`src/rtl/irrigation_pkg.sv`:
```
// ----------------------------------------------------------------------------
// irrigation_pkg
// Shared encodings for the irrigation control chain: tank level codes,
// irrigation type codes, water tank FSM state encodings and error-cause bit
// positions, plus the level-sensor decoder used by the tank controller.
// ----------------------------------------------------------------------------
package irrigation_pkg;

    // Tank level codes (also exported to the display/matrix stages).
    localparam logic [1:0] LVL_EMPTY     = 2'b00;
    localparam logic [1:0] LVL_LOW       = 2'b01;
    localparam logic [1:0] LVL_MID       = 2'b10;
    localparam logic [1:0] LVL_FULL      = 2'b11;

    // Irrigation type codes; 2'b11 is reserved and behaves like off.
    localparam logic [1:0] IRR_OFF       = 2'b00;
    localparam logic [1:0] IRR_DRIP      = 2'b01;
    localparam logic [1:0] IRR_SPRINKLER = 2'b10;

    // Water tank FSM state encodings.
    localparam logic [1:0] ST_STANDBY    = 2'b00;
    localparam logic [1:0] ST_FILLING    = 2'b01;
    localparam logic [1:0] ST_ERROR      = 2'b10;

    // Bit positions inside the error-cause vector.
    localparam int ERR_BIT_SENSOR  = 0;
    localparam int ERR_BIT_TIMEOUT = 1;

    typedef struct packed {
        logic       valid;
        logic [1:0] code;
    } level_t;

    // Sensors are stacked, so only the "filled from the bottom" patterns are
    // physically possible; anything else means a stuck or broken sensor.
    function automatic level_t decode_level(input logic [2:0] hml);
        level_t res;
        res.valid = 1'b1;
        res.code  = LVL_EMPTY;
        case (hml)
            3'b000:  res.code  = LVL_EMPTY;
            3'b001:  res.code  = LVL_LOW;
            3'b011:  res.code  = LVL_MID;
            3'b111:  res.code  = LVL_FULL;
            default: res.valid = 1'b0;
        endcase
        return res;
    endfunction

endpackage

```
`src/rtl/tick_prescaler.sv`:
```
// ----------------------------------------------------------------------------
// tick_prescaler
// Free-running divider producing a one-cycle pulse every TICK_DIV clk cycles.
// Shared with the display multiplexing stages.
//
// Ports:
//   clk    in  system clock, rising edge
//   init   in  synchronous active-low reset
//   tick_o out one-cycle pulse, registered, following the counter wrap
// ----------------------------------------------------------------------------
module tick_prescaler #(
    parameter int TICK_DIV = 50_000_000
) (
    input  logic clk,
    input  logic init,
    output logic tick_o
);

    localparam int            CNT_W = (TICK_DIV > 1) ? $clog2(TICK_DIV) : 1;
    localparam logic [CNT_W-1:0] CNT_LAST = CNT_W'(TICK_DIV - 1);

    logic [CNT_W-1:0] r_cnt;
    logic             r_tick;

    always_ff @(posedge clk) begin
        if (!init) begin
            // NOTE: sequential state is always assigned with <= so every flop
            // samples the pre-edge values regardless of statement order.
            r_cnt  <= '0;
            r_tick <= 1'b0;
        end else if (r_cnt == CNT_LAST) begin
            r_cnt  <= '0;
            r_tick <= 1'b1;
        end else begin
            r_cnt  <= r_cnt + 1'b1;
            r_tick <= 1'b0;
        end
    end

    assign tick_o = r_tick;

endmodule

```
`src/rtl/water_tank_controller.sv`:
```
// ----------------------------------------------------------------------------
// water_tank_controller
// Drives the tank inlet valve and the sprinkler/drip outlet valves from the
// selected irrigation mode and the three stacked level sensors. Detects
// inconsistent sensor patterns and fill timeouts, latching either into a
// sticky ERROR state that only init clears.
//
// Ports:
//   clk                in  system clock, rising edge
//   init               in  synchronous active-low reset
//   high_level_i       in  water present at the high sensor
//   middle_level_i     in  water present at the middle sensor
//   low_level_i        in  water present at the low sensor
//   irrigation_type_i  in  [1:0] 00 off, 01 drip, 10 sprinkler, 11 off
//   inlet_valve_o      out tank inlet open (FILLING)
//   sprinkler_valve_o  out sprinkler outlet open
//   drip_valve_o       out drip outlet open
//   alarm_o            out tank empty (follows level)
//   error_o            out ERROR state
//   err_cause_o        out [1:0] bit0 sensor inconsistency, bit1 fill timeout
//   level_code_o       out [1:0] 00 empty, 01 low, 10 middle, 11 full
//   state_o            out [1:0] FSM state
// ----------------------------------------------------------------------------
module water_tank_controller
    import irrigation_pkg::*;
#(
    parameter int TICK_DIV       = 50_000_000,
    parameter int FILL_TIMEOUT_S = 30,
    parameter int ERR_CYCLES     = 4
) (
    input  logic       clk,
    input  logic       init,
    input  logic       high_level_i,
    input  logic       middle_level_i,
    input  logic       low_level_i,
    input  logic [1:0] irrigation_type_i,
    output logic       inlet_valve_o,
    output logic       sprinkler_valve_o,
    output logic       drip_valve_o,
    output logic       alarm_o,
    output logic       error_o,
    output logic [1:0] err_cause_o,
    output logic [1:0] level_code_o,
    output logic [1:0] state_o
);

    localparam int               TMR_W   = $clog2(FILL_TIMEOUT_S + 1);
    localparam logic [TMR_W-1:0] TMO_LIM = TMR_W'(FILL_TIMEOUT_S);
    localparam int               INV_W   = $clog2(ERR_CYCLES + 1);
    localparam logic [INV_W-1:0] ERR_LIM = INV_W'(ERR_CYCLES);

    // Two-flop synchronizers; level bits packed as {high, middle, low}.
    logic [2:0]       r_lvl_s1, r_lvl_s2;
    logic [1:0]       r_type_s1, r_type_s2;

    logic [INV_W-1:0] r_inv_cnt;
    logic [TMR_W-1:0] r_fill_tmr;
    logic [1:0]       r_state;
    logic [1:0]       r_err_cause;
    logic [1:0]       r_level;
    logic             r_inlet;
    logic             r_sprinkler;
    logic             r_drip;
    logic             r_alarm;
    logic             r_error;

    logic             w_tick;
    level_t           w_dec;
    logic [1:0]       w_level;
    logic             w_sensor_fault;
    logic             w_timeout;
    logic [1:0]       w_cause_nxt;
    logic [1:0]       w_state_nxt;
    logic             w_sprinkler_nxt;
    logic             w_drip_nxt;

    tick_prescaler #(
        .TICK_DIV (TICK_DIV)
    ) u_tick (
        .clk    (clk),
        .init   (init),
        .tick_o (w_tick)
    );

    assign w_dec   = decode_level(r_lvl_s2);
    // An invalid pattern keeps the last trusted level so the valves and the
    // display do not chatter while the fault counter decides.
    assign w_level = w_dec.valid ? w_dec.code : r_level;

    always_comb begin
        // NOTE: every signal gets a default before the case so no path leaves
        // it unassigned, which would otherwise infer a latch.
        w_sensor_fault = (r_inv_cnt >= ERR_LIM);
        // Reaching full in the same evaluation beats the timeout.
        w_timeout      = (r_state == ST_FILLING) && (r_fill_tmr >= TMO_LIM) &&
                         (w_level != LVL_FULL);

        w_cause_nxt                  = r_err_cause;
        w_cause_nxt[ERR_BIT_SENSOR]  = r_err_cause[ERR_BIT_SENSOR]  | w_sensor_fault;
        w_cause_nxt[ERR_BIT_TIMEOUT] = r_err_cause[ERR_BIT_TIMEOUT] | w_timeout;

        w_state_nxt = r_state;
        case (r_state)
            ST_STANDBY: begin
                if (w_cause_nxt != 2'b00)
                    w_state_nxt = ST_ERROR;
                else if (w_level < LVL_MID)
                    w_state_nxt = ST_FILLING;
            end
            ST_FILLING: begin
                // Hysteresis: keep filling through the middle level.
                if (w_cause_nxt != 2'b00)
                    w_state_nxt = ST_ERROR;
                else if (w_level == LVL_FULL)
                    w_state_nxt = ST_STANDBY;
            end
            ST_ERROR:   w_state_nxt = ST_ERROR;
            default:    w_state_nxt = ST_STANDBY;
        endcase

        // Type codes are mutually exclusive, so the outlets can never overlap.
        w_sprinkler_nxt = (r_type_s2 == IRR_SPRINKLER) && (w_level >= LVL_MID) &&
                          (w_state_nxt != ST_ERROR);
        w_drip_nxt      = (r_type_s2 == IRR_DRIP) && (w_level >= LVL_LOW) &&
                          (w_state_nxt != ST_ERROR);
    end

    always_ff @(posedge clk) begin
        if (!init) begin
            r_lvl_s1    <= 3'b000;
            r_lvl_s2    <= 3'b000;
            r_type_s1   <= 2'b00;
            r_type_s2   <= 2'b00;
            r_inv_cnt   <= '0;
            r_fill_tmr  <= '0;
            r_state     <= ST_STANDBY;
            r_err_cause <= 2'b00;
            r_level     <= LVL_EMPTY;
            r_inlet     <= 1'b0;
            r_sprinkler <= 1'b0;
            r_drip      <= 1'b0;
            r_alarm     <= 1'b0;
            r_error     <= 1'b0;
        end else begin
            r_lvl_s1  <= {high_level_i, middle_level_i, low_level_i};
            r_lvl_s2  <= r_lvl_s1;
            r_type_s1 <= irrigation_type_i;
            r_type_s2 <= r_type_s1;

            // Saturating count of consecutive invalid patterns.
            if (w_dec.valid)
                r_inv_cnt <= '0;
            else if (r_inv_cnt != ERR_LIM)
                r_inv_cnt <= r_inv_cnt + 1'b1;

            // Held at zero outside FILLING so each fill starts a fresh timer.
            if (r_state != ST_FILLING)
                r_fill_tmr <= '0;
            else if (w_tick && (r_fill_tmr != TMO_LIM))
                r_fill_tmr <= r_fill_tmr + 1'b1;

            r_state     <= w_state_nxt;
            r_err_cause <= w_cause_nxt;
            r_level     <= w_level;
            r_inlet     <= (w_state_nxt == ST_FILLING);
            r_sprinkler <= w_sprinkler_nxt;
            r_drip      <= w_drip_nxt;
            r_alarm     <= (w_level == LVL_EMPTY);
            r_error     <= (w_state_nxt == ST_ERROR);
        end
    end

    assign inlet_valve_o     = r_inlet;
    assign sprinkler_valve_o = r_sprinkler;
    assign drip_valve_o      = r_drip;
    assign alarm_o           = r_alarm;
    assign error_o           = r_error;
    assign err_cause_o       = r_err_cause;
    assign level_code_o      = r_level;
    assign state_o           = r_state;

endmodule

```
`config.mk`:
```
export PLATFORM = sky130hd
export DESIGN_NAME = water_tank_controller
export DESIGN_NICKNAME = d
export VERILOG_FILES = /design/src/rtl/irrigation_pkg.sv /design/src/rtl/tick_prescaler.sv /design/src/rtl/water_tank_controller.sv
export SDC_FILE = /design/constraint.sdc
export NUM_CORES = 1
export LEC_CHECK = 0
export CORE_ASPECT_RATIO = 1.2
export CORE_MARGIN = 4
export CORE_UTILIZATION = 45
export CTS_BUF_LIST = sky130_fd_sc_hd__clkbuf_4
export CTS_CLUSTER_SIZE = 16
export DETAILED_ROUTE_END_ITERATION = 8
export PLACE_DENSITY = 0.67
export SYNTH_ARGS = -nofsm -noshare
export SYNTH_HDL_FRONTEND = slang
export SYNTH_SLANG_ARGS = --single-unit
```
`constraint.sdc`:
```
create_clock -name clk -period 1.5 [get_ports clk]
set_input_delay 0.375 -clock clk [delete_from_list [all_inputs] [get_ports clk]]
set_output_delay 0.375 -clock clk [all_outputs]
set_load 0.1 [all_outputs]
```
Word level (Yosys, flattened, before mapping). Cells that the tools add are included.

Equality and inequality tests: 16. Add/subtract/negate cells: 3. $lt $le $gt $ge: 5. Bitwise operators: 3. Mux-type cells: 9. Reduce and logical (&&, ||, !) cells: 15.

Operators by type and width (number): $add A26 B1 Y26 const B (1); $eq A26 B26 Y1 const B (1); $pmux W2 S3 (2); $mux W2 (5); $eq A2 B2 Y1 const B (4); $logic_and A1 B1 Y1 (7); $eq A2 B1 Y1 const B (3); $reduce_or A2 Y1 (3); $add A5 B1 Y5 const B (1); $ge A5 B5 Y1 const B (1); $ne A5 B5 Y1 const B (1); $logic_not A2 Y1 (2); $ne A2 B2 Y1 const B (2); $reduce_or A4 Y1 (1); $add A3 B1 Y3 const B (1); $eq A3 B1 Y1 const B (1); $eq A3 B2 Y1 const B (1); $eq A3 B3 Y1 const B (1); $ge A3 B3 Y1 const B (1); $logic_not A3 Y1 (1); $ne A3 B3 Y1 const B (1); $ge A2 B1 Y1 const B (1); $ge A2 B2 Y1 const B (1); $lt A2 B2 Y1 const B (1); 5 further kinds (7).

Word-level logic and storage cells: 67. Output and inout port bits: 11. Bits in registers: 56. Bits of input ports: 7.

Logic depth before layout (Yosys ltp). Gate-level depths: netlist of the first run.

Depth in word-level cells: 12. Depth in mapped cells: 6. Depth with buffers taken out: 6.

Cells and area by module. Synthesis of the first run repeated with hierarchy kept, for this count alone.

Cells, all modules: 264. Area, all modules: 2437.3 µm².

By module, submodules not included: tick_prescaler (area an instance 1285.0 µm², cells each 143, seq. area each 540.5 µm², times used 1); water_tank_controller (area an instance 1152.4 µm², cells each 121, seq. area each 580.6 µm², times used 1).

Worst setup path before layout of the first run. OpenSTA, ideal clock, no wires.

Path type: reg2reg. Start: reg r_level[1], in the netlist level_code_o[1]. End: reg r_drip, in the netlist drip_valve_o. Stages on the path, launching flop included: 5. Required time: 1.386 ns. Period minus slack after synthesis: 1.933 ns. Arrival: 1.818 ns. Buffers on the path: 0. Setup slack: -0.433 ns. Setup time: 0.114 ns. Path through: dfxtp_1 -> a22o_1 -> a32o_1 -> o21ai_0 -> a2111oi_0.

Cells in the longest elaborated chain, start to end: 9. Elaborated cells on any way between the ends: 16. Those cells by class: order compare (2); eq/ne (3); mux (6); bitwise (1); reduce/logical (4).

Ends and longest elaborated chain: start: declaration (line water_tank_controller.sv:60) `logic [1:0] r_level;`; start signal: assignment (line water_tank_controller.sv:164) `r_level <= w_level;`; $mux W2 * (line water_tank_controller.sv:88) `assign w_level = w_dec.valid ? w_dec.code : r_level;`; $ne A2 B2 Y1 (line water_tank_controller.sv:96) `(w_level != LVL_FULL);`; $logic_and A1 B1 Y1 (line water_tank_controller.sv:95) `w_timeout = (r_state == ST_FILLING) && (r_fill_tmr >= TMO_LIM) &&`; $or A1 B1 Y1 (line water_tank_controller.sv:100) `w_cause_nxt[ERR_BIT_TIMEOUT] = r_err_cause[ERR_BIT_TIMEOUT] | w_timeout;`; $reduce_bool A2 Y1 (line water_tank_controller.sv:105, water_tank_controller.sv:112); $mux W2, on equally long branches (line water_tank_controller.sv:112, water_tank_controller.sv:105); $pmux W2 S3 (line water_tank_controller.sv:103) `case (r_state)`; $ne A2 B2 Y1 (line water_tank_controller.sv:125) `(w_state_nxt != ST_ERROR);`; $logic_and A1 B1 Y1 * (line water_tank_controller.sv:124) `w_drip_nxt = (r_type_s2 == IRR_DRIP) && (w_level >= LVL_LOW) &&`; end signal: assignment (line water_tank_controller.sv:167) `r_drip <= w_drip_nxt;`; end: declaration (line water_tank_controller.sv:63) `logic r_drip;`.

Every way passes the cells marked *; elsewhere a longest branch is shown, timed or not. A chain may end at the register's enable or synchronous reset.

Worst setup path after layout of the first run.
Start: reg u_tick.r_cnt[24]. End: reg u_tick.r_cnt[24].

Cells in the longest elaborated chain, start to end: 2. Elaborated cells on any way between the ends: 3. Those cells by class: add/sub (1); eq/ne (1); reduce/logical (1).

Ends and longest elaborated chain: start: declaration (line tick_prescaler.sv:22) `logic [CNT_W-1:0] r_cnt;`; start signal: assignment (line tick_prescaler.sv:35) `r_cnt <= r_cnt + 1'b1;`; branches (longest 2 deep; another with $add A26 B1 Y26).

Several ways; the timed one is not identified.

==> results of run 1 <==
==> metrics by stage <==
stage          instances  TNS, ps  power, mW
2_1_floorplan        252    -2450       1.67
3_3_place_gp         381    -2670       1.75
3_5_place_dp         381    -3610       1.75
4_1_cts              391    -3550       2.38
5_1_grt              397    -4790       2.46
6_report             397    -3300       2.34
==> registers in the layout, indices dropped and copies added (netlist names) <==
register	count
u_tick.r_cnt	26
r_fill_tmr	5
r_inv_cnt	3
r_lvl_s1	3
r_lvl_s2	3
err_cause_o	2
level_code_o	2
r_type_s1	2
r_type_s2	2
state_o	2
alarm_o	1
drip_valve_o	1
error_o	1
inlet_valve_o	1
sprinkler_valve_o	1
u_tick.tick_o	1
==> cell families (layout without fill, tap and decap cells) <==
logic type                 count (synthesis)  count (layout)  share of synthesized area, %
adders and majority gates                  5               5                          2.66
AOI/OAI and AO/OA                         48              48                          13.9
and+or+nand+nor                          114             114                          27.1
DFF                                       56              56                          47.6
buffers and inverters                     13              98                          2.82
xor gates and xnor gates                  16              16                          5.95
==> power by group <==
group          internal (mW)  total (mW)  switching, mW
logic                 0.0916       0.196          0.104
registers               1.51        1.53         0.0175
clock network          0.174       0.611          0.438
==> worst max-delay path: cells and delay by family (launching register included) <==
kind / cells / cell delay, ps
compound gates: 2 / 440
simple gates: 1 / 560
buf+inv: 1 / 210
flops: 1 / 340
==> layout by cell type, fill, tap and decap left out, types with 3 or more instances in the layout <==
cell type | synthesis | routed
sky130_fd_sc_hd__a21oi_1 | 16 | 14
sky130_fd_sc_hd__and2_1 | 18 | 18
sky130_fd_sc_hd__and3_1 | 8 | 8
sky130_fd_sc_hd__buf_12 | 0 | 11
sky130_fd_sc_hd__buf_4 | 0 | 63
sky130_fd_sc_hd__buf_6 | 2 | 4
sky130_fd_sc_hd__clkbuf_4 | 0 | 5
sky130_fd_sc_hd__clkdlybuf4s50_1 | 0 | 6
sky130_fd_sc_hd__dfxtp_1 | 56 | 44
sky130_fd_sc_hd__dfxtp_2 | 0 | 11
sky130_fd_sc_hd__ha_1 | 5 | 4
sky130_fd_sc_hd__inv_1 | 6 | 6
sky130_fd_sc_hd__nand2_1 | 14 | 13
sky130_fd_sc_hd__nand3_1 | 12 | 12
sky130_fd_sc_hd__nand4_1 | 10 | 10
sky130_fd_sc_hd__nor2_1 | 22 | 22
sky130_fd_sc_hd__nor3_1 | 3 | 3
sky130_fd_sc_hd__nor4_1 | 3 | 3
sky130_fd_sc_hd__o21ai_0 | 13 | 12
sky130_fd_sc_hd__o31ai_1 | 4 | 4
sky130_fd_sc_hd__or3_1 | 8 | 8
sky130_fd_sc_hd__xnor2_1 | 6 | 6
sky130_fd_sc_hd__xor2_1 | 10 | 10
==> path summary, 6_finish.rpt <==
kind | from | endpoint | slack, ps
max | u_tick.r_cnt[24]$_SDFF_PP0_ | u_tick.r_cnt[24]$_SDFF_PP0_ | -170
min reg2reg | r_type_s2[1]$_SDFF_PN0_ | drip_valve_o$_SDFF_PN0_ | 440
min | r_type_s2[1]$_SDFF_PN0_ | drip_valve_o$_SDFF_PN0_ | 440
max reg2reg | u_tick.r_cnt[24]$_SDFF_PP0_ | u_tick.r_cnt[24]$_SDFF_PP0_ | -170
==> metal layers <==
metal	up-vias	routed length, µm	GRT usage [%]
met5	-	0	0
met4	0	140	6.92
met3	14	177	4.62
met2	37	2760	30.8
met1	1016	2090	18.2
li1	1075	-	-
==> final cells by class <==
| type | count | area (µm²) | area share (%) |
|---|---|---|---|
| Clock buffer | 5 | 37.5 | 1.13 |
| Clock inverter | 3 | 13.8 | 0.415 |
| Inverter | 6 | 22.5 | 0.679 |
| Multi-Input combinational cell | 183 | 1230 | 37.1 |
| Sequential cell | 56 | 1140 | 34.3 |
| Tap cell | 60 | 75.1 | 2.26 |
| Timing Repair Buffer | 84 | 798 | 24.1 |
==> what timing repair did <==
item	CTS	global route
endpoints found under the setup margin	25	29
resized for setup	13	10
pin swaps	3	4
setup buffers	2	6
==> out/results.txt, run 1 <==
The run finished, with violations left. The checks that failed: setup timing. STA classifies the critical path startpoint as a flop. After detailed routing, the number of vias per cell comes to 5.40.

Final routed wire length divided by cell count: 13.0 µm. 18 I/O pins were placed. VDD sags by at most 0.501 mV.

The width of the die works out to 74.0 µm. Compared with the post-synthesis result, the final layout area differs by 40.9%. Counting flops with an async set or reset pin after synthesis yields a share of 0%. During synthesis, Yosys emitted a total of 0 warnings.

The synthesized design spends more area on one cell type than any other, namely sky130_fd_sc_hd__dfxtp_1. When the netlist entered floorplanning its net count stood at 264. The final critical-path required period came out at 1670 ps. For the maximum clock insertion buffer count, the log shows 2. The tools report the number of clock sinks as 56. The logs give 47.0% for the starting utilization of the core area and 47.6% for the register area share after synthesis. The top fanout value on the critical path was 12.

The largest individual stage delay along the critical path comes from the cell sky130_fd_sc_hd__or4b_4. In the finished design, the share of the clock period the worst path needs comes to 111%. In the routed design, unresolved DRC markers number 0. The logs give 2032 for the number of global-route vias before repair and 28 for the count of standard-cell rows.

Clock tree root driver cell: sky130_fd_sc_hd__clkbuf_4. Counting flops and latches in the post-synthesis netlist gives 56. The worst setup skew after layout was 18.2 ps.

By count the netlist is led by sky130_fd_sc_hd__dfxtp_1, sky130_fd_sc_hd__nor2_1, sky130_fd_sc_hd__and2_1. The tightest min-delay check is of the flop to flop type. The initial detailed-routing violation count is 98. Summed over all nets, the half-perimeter wirelength after detailed placement is 3830 µm. The worst hold path cell count works out to 1. Type of the worst setup path: flop to flop. First-pass GRT wire length: 8530 µm. The count of final hold-check violations is 0, and the number of antenna cells inserted is 0.

The power density normalized to cell area works out to 705 mW/mm². The tools report the endpoint type of the worst setup path as a flop. In this run the vertical extent of the chip is 87.2 µm.

The longest individual stage delay on the worst path came out at 560 ps. The analysis attributes to cell leakage a power of 1.33 nW. The signal on the critical path passes through or4b_4 -> o41ai_4 -> buf_6 -> a21oi_1. After the last flow step, the layout net total stands at 348. The insertion delay to the later sink of the worst-skew pair was 370 ps. The core area is 0.00501 mm². Entering global routing, the biggest net connects 17 pins. The total congestion overflow after global routing was 0. Static timing analysis puts the maximum clock frequency at 0.599 GHz.

The final route contains 2142 vias. The share of final-layout standard cells stronger than drive strength 1 is 33.5%. The logs give 0.00235 mm² for the netlist area before placement and 68.5% for the headroom to the max-slew limit. The count of input and output buffers was 17; the average size of a mapped cell was 9.34 µm². Yosys attributes the largest share of cell area to sky130_fd_sc_hd__dfxtp_1, sky130_fd_sc_hd__and2_1, sky130_fd_sc_hd__xor2_1. The area after detailed placement is 0.00313 mm². Total setup violations reported at the end of the flow: 24. The routed design has 5170 µm of wire. Prior to clock tree synthesis, the placed netlist has a worst setup slack of -155 ps. Detailed-router iteration count before antenna repair: 4.

The logs give 0 for the max-capacitance violation count and 0.814 for the placer congestion estimate. The logs give 2 for the level count of the clock H-tree and 1750 ps for the data required time at the worst endpoint. The initial antenna violation count was 0; the number of synthesized flops with an enable pin was 0. The finished cells cover 0.00332 mm². The tools report the worst hold slack after final layout as 443 ps.

The final-report max-slew violation count is 0, and the number of buffers created by CTS is 5. TritonCTS built the clock tree. The final worst-path setup slack came out at -170 ps. In this run the remaining antenna-violating nets after routing total 0. Clock-pin slew was measured on the worst setup and hold paths at 150 ps. Synthesis handed over a netlist of 252 instances. The main flop type after synthesis was sky130_fd_sc_hd__dfxtp_1. The synthesized design devotes to its leading area cell type 47.6% of total area. Cells fill 66.2% of the core in the end.

The number of buffers added to fix hold violations after cts was 0; the count of filler cells inserted in the layout was 413. Global routing used 17.0% of the available tracks. Yosys instantiated no cell more often than sky130_fd_sc_hd__dfxtp_1. For the pin with the worst max-slew slack, the measured transition is 468 ps. Setup repair after global routing could not meet its margin everywhere. The tools report the die area as 0.00646 mm².

The run gives 1920 ps as the signal arrival time at the worst endpoint. The number of cells on the worst reg-to-reg path is 4. Counting distinct cell types in the post-synthesis netlist gives 40.
Power figures use the tool's default switching activity.
==> inputs of run 2 (changes only) <==
CORE_MARGIN = 10   (was 4)
==> run 2 against run 1 <==
Net effect:
- cell count is 1.3% lower
- via count is 2.0% lower
- clock skew is 10 ps lower
- fmax is 0.71% lower
- register-to-register slack hardly changed
- first-iteration DRC count is 3.1% lower
- the flow still finishes with violations (setup timing)
- design area is 2.5% higher
- highest routed layer unchanged
- combinational power is 10% higher
- routed wire length is 3.9% higher
- worst setup slack worse by 12 ps
- clock-buffer cell count is 1 higher
- global-route usage is 4.1 points lower
==> out/results.txt, run 2 (synthesis gave the netlist of run 1 again) <==
The width of the die works out to 86.0 µm. The completed layout was analyzed and its total power is 2.57 mW. Setup repair after global routing could not meet its margin everywhere.

Number of antenna-violating nets in the routed design: 0. The routed design has 5360 µm of wire. The final worst-path setup slack was -182 ps. The run gives 4 as the detailed-router iteration count before antenna repair.

The count of input and output buffers is 17. Leaving out filler cells and counting taps, the final layout contains 392. The logs give 0 for the count of final hold-check violations and 2 for the level count of the clock H-tree. Entering global routing, the biggest net connects 17 pins.

For the worst setup path, the data arrival time is 1950 ps. The final standard cell utilization of the core is 67.8%. The tree is rooted in a sky130_fd_sc_hd__clkbuf_4. The total vias in the final route is 2100. Net load switching power: 584 µW. The final layout contains 343 nets. The share of final-layout standard cells stronger than drive strength 1 works out to 37.7%. Leading cell type in the layout, fill and taps excluded: sky130_fd_sc_hd__buf_4. Counting the fill cells in the layout gives 401. The run gives 3840 µm as the post-DP HPWL.

For the core area, the log shows 0.00501 mm². The logs give 18 for the top-level port count and 370 ps for the insertion delay to the later sink of the worst-skew pair. The run gives 0.795 as the placer congestion estimate.

Across the whole layout, storage elements account for 0.00114 mm². The logs give 2099 for the number of global-route vias before repair and 56 for the number of clock sinks. The clock network accounts for 31.9% of the total power. The run gives 9240 µm as the first-pass GRT wire length. The run finished, with violations left. The placed instance count is 379, and the count of standard-cell rows is 28. The number of buffers added to fix hold violations after cts came out at 0. Register with the highest flop count: u_tick.r_cnt.

The peak clock frequency supported by timing was 0.595 GHz. The area added between synthesis and finish came out at 44.4%. The type of the worst setup path is flop to flop. The worst hold path cell count is 1, and the max-capacitance violation count is 0. STA puts the critical path data required time at 1770 ps.

The final critical-path required period is 1680 ps, and the average via count per standard cell is 5.36. STA classifies the critical path endpoint as a flop. The top fanout value on the critical path is 8, and the DRC violation count after routing is 0. For the final non-filler cell area, the log shows 0.00340 mm². In the layout the commonest cells are sky130_fd_sc_hd__buf_4, sky130_fd_sc_hd__dfxtp_1, sky130_fd_sc_hd__and2_1, sky130_fd_sc_hd__nor2_1.

In the final layout, the registers with the most flip-flops are u_tick.r_cnt x26, r_fill_tmr x5. At the pin with the least slew margin, the transition time is 495 ps. After detailed placement, the total cell area comes to 0.00312 mm².

The headroom to the max-slew limit came out at 66.7%. Final hold analysis gives a worst-case slack of 442 ps. Combinational logic burns 8.4% of the power.

The final routed wire length divided by cell count came out at 13.7 µm. After clock tree synthesis, the clock-pin slew on the worst setup and hold paths is 150 ps. The multi-input combinational cells in the finished layout cover a total of 0.00130 mm².

Global routing used 12.9% of the available tracks. The maximum clock insertion buffer count was 2; the total congestion overflow after global routing was 0. Startpoint type of the worst setup path: a flop.

The number of cells on the worst reg-to-reg path is 5. TritonCTS built the clock tree. The first routing iteration left 95 violations.

Dividing the final minimum period by the clock period gives 112%. The number of buffers created by CTS came out at 5. Summed over all cells, the static leakage comes to 1.32 nW. The total setup violations reported at the end of the flow came out at 24.

The final reports fail on setup timing. The die area came out at 0.00853 mm². The initial utilization of the core area, before any placement, comes to 47.0%. VDD sags by at most 0.413 mV. The tools report the internal power as 1.99 mW. The number of flip-flops in the largest register works out to 26. The tightest min-delay check is of the flop to flop type. The die height was 99.2 µm. Of the total power, the share spent switching nets is 22.7%. On the final layout, the worst clock skew is 7.72 ps. The power density normalized to cell area was 756 mW/mm². Sequential cells burn 59.7% of the power. The initial antenna violation count was 0. The logs give 0 for the final-report max-slew violation count and 0 for the number of antenna cells inserted.
## run 2: stage by stage
step / worst slack [ps] / setup TNS [ps]
after floorplan: -118 / -2450
after global placement: -132 / -3100
after detailed placement: -174 / -4100
after CTS: -141 / -3030
after global routing: -260 / -4880
final: -182 / -3840
## run 2: per-layer routing
layer / part of all wire [%] / track usage, % / vias up
met2: 52 / 21.9 / 32
met1: 42 / 14.4 / 990
met3: 3.6 / 3.10 / 10
met4: 1.9 / 6.73 / 0
li1: - / - / 1068
met5: 0 / 0 / -
## run 2: repair_timing
action,4_1_cts,5_1_grt
gates resized for setup,23,28
hold endpoints to repair,0,0
pin swaps,9,10
setup buffers,4,2
setup endpoints to repair,25,27
## run 2: final timing paths
| path | from | to | slack (ps) |
|---|---|---|---|
| setup reg to reg | u_tick.r_cnt[7]$_SDFF_PP0_ | u_tick.r_cnt[14]$_SDFF_PP0_ | -180 |
| hold reg to reg | r_type_s2[1]$_SDFF_PN0_ | drip_valve_o$_SDFF_PN0_ | 440 |
| setup / recovery | u_tick.r_cnt[7]$_SDFF_PP0_ | u_tick.r_cnt[14]$_SDFF_PP0_ | -180 |
| hold / removal | r_type_s2[1]$_SDFF_PN0_ | drip_valve_o$_SDFF_PN0_ | 440 |
## run 2: critical path: stages, from the launching register on
cell and delay [ps]:
sky130_fd_sc_hd__dfxtp_2 350, sky130_fd_sc_hd__or4b_4 560, sky130_fd_sc_hd__o41ai_4 310, sky130_fd_sc_hd__buf_6 180
sky130_fd_sc_hd__buf_8 150, sky130_fd_sc_hd__a21oi_2 40
## run 2: power groups by stage
stage | Sequential, mW | Clock (mW) | Combinational, mW
3_3_place_gp | 1.56 | 0 | 0.186
6_report | 1.53 | 0.820 | 0.216
4_1_cts | 1.54 | 0.847 | 0.202
3_5_place_dp | 1.56 | 0 | 0.188
5_1_grt | 1.54 | 0.888 | 0.234
2_1_floorplan | 1.61 | 0 | 0.0593
## run 2: layout make-up
type                       instances  share of cell area, %
clock buffer                       6                   1.33
clock inverter                     2                   1.03
inverter                           6                  0.663
multi-input combinational        183                   38.2
sequential                        56                   33.6
tap                               60                   2.21
timing repair buffer              79                   23.0
